`src/rtl/dct_dma_pkg.sv`:
```
// ============================================================================
// Module      : dct_dma_pkg
// Description : Shared types for the DCT tile DMA scheduler.
// Revision    : 1.0 - initial release
// ============================================================================
`default_nettype none

package dct_dma_pkg;

  localparam int DMA_ADDR_W = 32;
  localparam int DMA_CNT_W  = 16;

  typedef enum logic [2:0] {
    IDLE   = 3'd0,
    LAUNCH = 3'd1,
    WAIT   = 3'd2,
    NEXT   = 3'd3,
    FINISH = 3'd4
  } sched_state_e;

  typedef struct packed {
    logic [DMA_ADDR_W-1:0] src_base;
    logic [DMA_ADDR_W-1:0] dst_base;
    logic [DMA_ADDR_W-1:0] tile_bytes;
    logic [DMA_ADDR_W-1:0] src_stride;
    logic [DMA_ADDR_W-1:0] dst_stride;
    logic [DMA_CNT_W-1:0]  num_tiles;
  } batch_desc_t;

endpackage

`default_nettype wire

```
`src/rtl/dma_tile_addr_gen.sv`:
```
// ============================================================================
// Module      : dma_tile_addr_gen
// Description : Per-tile RDMA/WDMA pointer generation (base + accumulated stride).
// Revision    : 1.0 - initial release
// ============================================================================
`default_nettype none

module dma_tile_addr_gen #(
  parameter int ADDR_WIDTH = 32
) (
  input  logic                  ap_clk,
  input  logic                  areset,
  input  logic                  load_i,
  input  logic                  step_i,
  input  logic [ADDR_WIDTH-1:0] src_base_i,
  input  logic [ADDR_WIDTH-1:0] dst_base_i,
  input  logic [ADDR_WIDTH-1:0] src_stride_i,
  input  logic [ADDR_WIDTH-1:0] dst_stride_i,
  output logic [ADDR_WIDTH-1:0] src_ptr_o,
  output logic [ADDR_WIDTH-1:0] dst_ptr_o
);

  logic [ADDR_WIDTH-1:0] src_off_q, src_off_d;
  logic [ADDR_WIDTH-1:0] dst_off_q, dst_off_d;

  always_comb begin
    src_off_d = src_off_q;
    dst_off_d = dst_off_q;
    if (load_i) begin
      src_off_d = '0;
      dst_off_d = '0;
    end else if (step_i) begin
      // Address arithmetic wraps at 2^ADDR_WIDTH; the carry is dropped.
      src_off_d = src_off_q + src_stride_i;
      dst_off_d = dst_off_q + dst_stride_i;
    end
  end

  always_ff @(posedge ap_clk) begin
    if (areset) begin
      src_off_q <= '0;
      dst_off_q <= '0;
    end else begin
      src_off_q <= src_off_d;
      dst_off_q <= dst_off_d;
    end
  end

  assign src_ptr_o = src_base_i + src_off_q;
  assign dst_ptr_o = dst_base_i + dst_off_q;

endmodule

`default_nettype wire

```
`src/rtl/dma_tile_scheduler.sv`:
```
// ============================================================================
// Module      : dma_tile_scheduler
// Description : Launches the RDMA/WDMA wrapper once per tile of a batch.
// Revision    : 1.0 - initial release
// ============================================================================
`default_nettype none

module dma_tile_scheduler
  import dct_dma_pkg::*;
#(
  parameter int ADDR_WIDTH     = DMA_ADDR_W,
  parameter int CNT_WIDTH      = DMA_CNT_W,
  parameter int TIMEOUT_CYCLES = 1048576
) (
  input  logic                  ap_clk,
  input  logic                  areset,
  input  logic                  cmd_start,
  input  logic                  cmd_abort,
  input  logic [ADDR_WIDTH-1:0] cfg_src_base,
  input  logic [ADDR_WIDTH-1:0] cfg_dst_base,
  input  logic [ADDR_WIDTH-1:0] cfg_tile_bytes,
  input  logic [ADDR_WIDTH-1:0] cfg_src_stride,
  input  logic [ADDR_WIDTH-1:0] cfg_dst_stride,
  input  logic [CNT_WIDTH-1:0]  cfg_num_tiles,
  output logic                  dma_ap_start,
  output logic [ADDR_WIDTH-1:0] dma_rdma_mem_ptr,
  output logic [ADDR_WIDTH-1:0] dma_rdma_transfer_byte,
  output logic [ADDR_WIDTH-1:0] dma_wdma_mem_ptr,
  output logic [ADDR_WIDTH-1:0] dma_wdma_transfer_byte,
  input  logic                  dma_ap_done,
  output logic                  busy,
  output logic                  batch_done,
  output logic                  aborted,
  output logic                  timeout_err,
  output logic [CNT_WIDTH-1:0]  tiles_done
);

  localparam int c_TO_W = (TIMEOUT_CYCLES > 1) ? $clog2(TIMEOUT_CYCLES) : 1;
  localparam logic [c_TO_W-1:0] c_TO_LAST =
      c_TO_W'((TIMEOUT_CYCLES > 0) ? TIMEOUT_CYCLES - 1 : 0);

  sched_state_e         state_q, state_d;
  batch_desc_t          desc_q, desc_d;
  logic [CNT_WIDTH-1:0] tiles_done_q, tiles_done_d;
  logic                 aborted_q, aborted_d;
  logic                 timeout_q, timeout_d;
  logic                 abort_pend_q, abort_pend_d;
  logic [c_TO_W-1:0]    to_cnt_q, to_cnt_d;
  logic                 w_addr_load, w_addr_step, w_abort;

  assign w_abort = abort_pend_q | cmd_abort;

  always_comb begin
    state_d      = state_q;
    desc_d       = desc_q;
    tiles_done_d = tiles_done_q;
    aborted_d    = aborted_q;
    timeout_d    = timeout_q;
    to_cnt_d     = to_cnt_q;
    w_addr_load  = 1'b0;
    w_addr_step  = 1'b0;

    case (state_q)
      IDLE: begin
        if (cmd_start) begin
          aborted_d    = 1'b0;
          timeout_d    = 1'b0;
          tiles_done_d = '0;
          if (cfg_num_tiles == '0 || cfg_tile_bytes == '0) begin
            state_d = FINISH;
          end else begin
            // Descriptor only reloads on a real launch, so an empty batch
            // leaves the pointer/byte outputs untouched.
            desc_d = '{src_base:   cfg_src_base,
                       dst_base:   cfg_dst_base,
                       tile_bytes: cfg_tile_bytes,
                       src_stride: cfg_src_stride,
                       dst_stride: cfg_dst_stride,
                       num_tiles:  cfg_num_tiles};
            w_addr_load = 1'b1;
            to_cnt_d    = '0;
            state_d     = LAUNCH;
          end
        end
      end
      LAUNCH: begin
        to_cnt_d = to_cnt_q + c_TO_W'(1);
        state_d  = WAIT;
      end
      WAIT: begin
        to_cnt_d = to_cnt_q + c_TO_W'(1);
        // to_cnt_q holds cycles elapsed since the start strobe.
        if (dma_ap_done) begin
          tiles_done_d = tiles_done_q + CNT_WIDTH'(1);
          state_d      = NEXT;
        end else if (TIMEOUT_CYCLES != 0 && to_cnt_q >= c_TO_LAST) begin
          timeout_d = 1'b1;
          state_d   = FINISH;
        end
      end
      NEXT: begin
        if (tiles_done_q == desc_q.num_tiles || w_abort) begin
          aborted_d = aborted_q | w_abort;
          state_d   = FINISH;
        end else begin
          w_addr_step = 1'b1;
          to_cnt_d    = '0;
          state_d     = LAUNCH;
        end
      end
      FINISH: begin
        state_d = IDLE;
      end
      default: begin
        state_d = IDLE;
      end
    endcase

    abort_pend_d = abort_pend_q | (cmd_abort && state_q != IDLE);
    if (state_d == IDLE) begin
      abort_pend_d = 1'b0;
    end
  end

  always_ff @(posedge ap_clk) begin
    if (areset) begin
      state_q      <= IDLE;
      desc_q       <= '0;
      tiles_done_q <= '0;
      aborted_q    <= 1'b0;
      timeout_q    <= 1'b0;
      abort_pend_q <= 1'b0;
      to_cnt_q     <= '0;
    end else begin
      state_q      <= state_d;
      desc_q       <= desc_d;
      tiles_done_q <= tiles_done_d;
      aborted_q    <= aborted_d;
      timeout_q    <= timeout_d;
      abort_pend_q <= abort_pend_d;
      to_cnt_q     <= to_cnt_d;
    end
  end

  dma_tile_addr_gen #(
    .ADDR_WIDTH (ADDR_WIDTH)
  ) u_addr_gen (
    .ap_clk       (ap_clk),
    .areset       (areset),
    .load_i       (w_addr_load),
    .step_i       (w_addr_step),
    .src_base_i   (desc_d.src_base),
    .dst_base_i   (desc_d.dst_base),
    .src_stride_i (desc_q.src_stride),
    .dst_stride_i (desc_q.dst_stride),
    .src_ptr_o    (dma_rdma_mem_ptr),
    .dst_ptr_o    (dma_wdma_mem_ptr)
  );

  assign dma_ap_start           = (state_q == LAUNCH);
  assign dma_rdma_transfer_byte = desc_q.tile_bytes;
  assign dma_wdma_transfer_byte = desc_q.tile_bytes;
  assign busy                   = (state_q != IDLE);
  assign batch_done             = (state_q == FINISH);
  assign aborted                = aborted_q;
  assign timeout_err            = timeout_q;
  assign tiles_done             = tiles_done_q;

endmodule

`default_nettype wire

```
`config.mk`:
```
export PLATFORM = sky130hd
export DESIGN_NAME = dma_tile_scheduler
export DESIGN_NICKNAME = d
export VERILOG_FILES = /design/src/rtl/dct_dma_pkg.sv /design/src/rtl/dma_tile_addr_gen.sv /design/src/rtl/dma_tile_scheduler.sv
export SDC_FILE = /design/constraint.sdc
export NUM_CORES = 1
export LEC_CHECK = 0
export ABC_CLOCK_PERIOD_IN_PS = 18600
export BUFFER_PORTS_ARGS = -buffer_cell sky130_fd_sc_hd__buf_2
export CELL_PAD_IN_SITES_DETAIL_PLACEMENT = 1
export CELL_PAD_IN_SITES_GLOBAL_PLACEMENT = 1
export CORE_ASPECT_RATIO = 2
export CORE_MARGIN = 3
export CORE_UTILIZATION = 45
export DETAILED_ROUTE_END_ITERATION = 10
export GPL_ROUTABILITY_DRIVEN = 0
export PLACE_DENSITY = 0.87
export SLEW_MARGIN = 25
export SYNTH_ARGS = -nofsm -noshare
export SYNTH_HDL_FRONTEND = slang
export SYNTH_HIERARCHICAL = 1
export SYNTH_SLANG_ARGS = --single-unit
```
`constraint.sdc`:
```
create_clock -name ap_clk -period 18.6 [get_ports ap_clk]
set_clock_uncertainty 0.1 [all_clocks]
set_input_delay 5.58 -clock ap_clk [delete_from_list [all_inputs] [get_ports ap_clk]]
set_output_delay 5.58 -clock ap_clk [all_outputs]
set_load 0.005 [all_outputs]
```
==> impl_metrics.yaml <==
run_status:
  status: "finished, final reports clean"
drt:
  drc: 0
  ant_nets: 0
  dr.pass1.iters: 5
  routed-wl-met3_um: 2365
  wirelength_um: 57200
  detail_route.iter0.violations: 471
  wl_per_cell_um: 20.08
  highest_layer: "met4"
  vias: 16380
  drt-met1-wl_um: 19750
  routed-wl-met2_um: 31540
  vias_per_cell: 5.750
clock_network:
  clk_latency_ns: 0.57
  clkTransAtPathRegs_ns: 0.06
  cts_buffers: 28
  clock-sinks: 282
  cts_tree: "built"
  post_cts_buffers: 0
  ctsHoldBuffers: 0
  cts_buffer_depth: 3
  htreeDepth: 1
  ctsResizeCount: 0
  clockRootBuffer: "clkbuf_16"
placement:
  dpl_cell_area_um2: 18870
  io_buffers: 329
  place_ws_ns: 1.966
  hpwl_um: 43360
  place_inst: 2797
yosys:
  async_reset_ff_frac: 0
  syn_area_per_cell_um2: 8.289
  synth_edf_count: 0
  synth_cell_types: 81
  yosysSeqAreaShare: 0.3255
  synth_area_um2: 17340
  syn_inst: 2092
  yosysWarnings: 6
  synthFlopType: "dfxtp_1"
  synth-seq-cells: 282
  syn_nets: 2403
global_route:
  grt_first_pass_wirelength_um: 89720
  grt_remaining_overflow: 0
  grt_max_degree: 90
  first_global_vias: 17730
  track_usage: 0.2689
  antenna_found_initial: 1
floorplanning:
  num_rows: 101
  die_height_um: 283.6
  coreArea_um2: 38040
  io_pins: 330
  initial_core_util: 0.4559
  die_w_um: 144.8
  dieArea_um2: 41070
sta:
  finalSetupViolations: 0
  drv_slew: 0
  hold_viol_final: 0
  relSlewSlack: 0.3019
  holdWs_ns: 0.3608
  tightest_slew_ns: 1.038
  fmax_ghz: 0.05977
  fin_tns_setup_ns: 0
  worst_slack_ns: 1.870
  period_share: 0.8995
  rsz0062_at_grt: "false"
  fin_crit_ns: 16.73
critical_path:
  cp-end-kind: "primary output"
  rr_startpoint: "state_q[2]"
  startpoint: "cfg_num_tiles[7]"
  startpoint_type: "primary input"
  critical_path_arrival_ns: 11.05
  cp_data_required_time_ns: 12.92
  cp_max_fo: 53
  worstSetupPathType: "primary input to primary output"
pwr:
  finalPower_mw: 1.549
  p_int_mw: 1.105
  clkPwrFrac: 0.393
  power.density_nw_per_um2: 78.04
  leakage_nw: 9.152
  pwr-share-comb: 0.184
  power_frac_seq: 0.423
  ir_drop_v: 0.00008366
  p_sw_frac: 0.2866
  p_sw_mw: 0.4440
finish:
  fin_nets: 2623
  stdcell_count: 2849
  area_growth_pct: 14.48
  fin_area_um2: 19850
  final_common_cell: "buf_2"
  drive_gt1_frac: 0.2032
  post-route-util: 0.5219
  layout_common_cells: "buf_2 (328), nand2_1 (310), dfxtp_1 (282), a21oi_1 (245), nor2_1 (140)"
hold_path:
  min_path_type: "flop to flop"
  min_from: "desc_q[71]"
flow_run:
  cap_viol_max_count: 0
## flip-flops by register name, summed over array words and instances, names as in the netlist
| register | cells |
|---|---|
| to_cnt_q | 20 |
| u_addr_gen/src_off_q | 32 |
| state_q | 3 |
| abort_pend_q | 1 |
| aborted | 1 |
| desc_q | 144 |
| dma_rdma_transfer_byte | 32 |
| tiles_done | 16 |
| timeout_err | 1 |
| u_addr_gen/dst_off_q | 32 |
## layer usage
metal | up-vias | global-route usage
met5 | - | 0
met1 | 7936 | 0.2583
met4 | 0 | 0.1459
met3 | 187 | 0.03238
met2 | 498 | 0.5281
li1 | 7762 | -
## worst paths after layout
path         slack, ns  cells after the start                       end
max               1.87                     20      dma_rdma_mem_ptr[31]
max reg2reg      14.49                     11  u_addr_gen/dst_off_q[31]
min reg2reg       0.36                      2                desc_q[71]
min               0.36                      2                desc_q[71]
## layout make-up
cell class | instances | area [um^2]
clock buffer | 36 | 782.0
inverter | 34 | 132.6
timing repair buffer | 341 | 1743
fill | 4654 | 18180
multi-input combinational | 1625 | 10720
tap | 515 | 644.4
clock inverter | 15 | 183.9
antenna | 1 | 2.502
sequential | 282 | 5645
## cells by family after synthesis
logic type                 after synthesis  synth area share
xor gates and xnor gates               133           0.06717
and+or+nand+nor                        723            0.1968
AOI/OAI and AO/OA                      534            0.1923
muxes                                  105           0.06530
buffers and inverters                  185           0.05743
adders and majority gates              130           0.09553
DFF                                    282            0.3255
## power by group through the flow
| stage | Clock, mW | Sequential, mW | Combinational (mW) |
|---|---|---|---|
| 2_1_floorplan | 0 | 0.661 | 0.197 |
| 5_1_grt | 0.645 | 0.658 | 0.315 |
| 3_3_place_gp | 0 | 0.667 | 0.272 |
| 4_1_cts | 0.624 | 0.655 | 0.288 |
| 6_report | 0.609 | 0.655 | 0.286 |
| 3_5_place_dp | 0 | 0.669 | 0.285 |
## worst max-delay path, stage by stage
cell and delay (ns):
buf_2 0.11, nor4_1 0.88, and4_1 0.38, a21oi_1 0.11
nand3_4 0.14, inv_6 0.15, buf_4 0.31, mux2_2 0.31
ha_1 0.39, a21oi_1 0.19, o21ai_0 0.17, nor3_1 0.18
a21oi_1 0.14, a41o_1 0.33, a211oi_2 0.57, nor2_1 0.25
nand3_1 0.16, a21oi_1 0.11, xnor2_1 0.35, buf_2 0.19
## cells in the mapped netlist (5+ instances only)
cell      number  share of area
mux2i_1       40          0.023
nor3b_1        5         0.0022
and3_1        22         0.0079
or2_2          7         0.0025
dfxtp_1      282           0.33
nor4_1        19         0.0069
mux2_1        14         0.0091
o22ai_1        6         0.0022
xor2_1        60          0.030
a41oi_1        5         0.0025
o211ai_1       9         0.0039
a31oi_1       17         0.0061
o21ai_0       62          0.018
buf_2         19         0.0055
or3_1         12         0.0043
a211oi_1      20         0.0087
nand2_1      310          0.067
o21bai_1      16         0.0069
nand3b_1       6         0.0026
ha_1         126          0.091
or4_1          8         0.0035
nor2_1       140          0.030
a311oi_1       7         0.0035
nor3_1        14         0.0040
mux2_2        51          0.033
o21ai_1       11         0.0032
nand2b_1      15         0.0054
nand3_1       34         0.0098
and2_1         9         0.0032
a211o_1        7         0.0035
o31ai_1        9         0.0039
inv_1         33         0.0071
nor4b_1        5         0.0025
a21oi_1      246          0.071
a21o_1        60          0.026
clkbuf_1      57          0.012
o21a_1        13         0.0056
nand4_1       20         0.0072
xnor2_1       73          0.037
buf_4         72          0.031
nor2b_1       82          0.030
(Power assumes the default switching activity.)
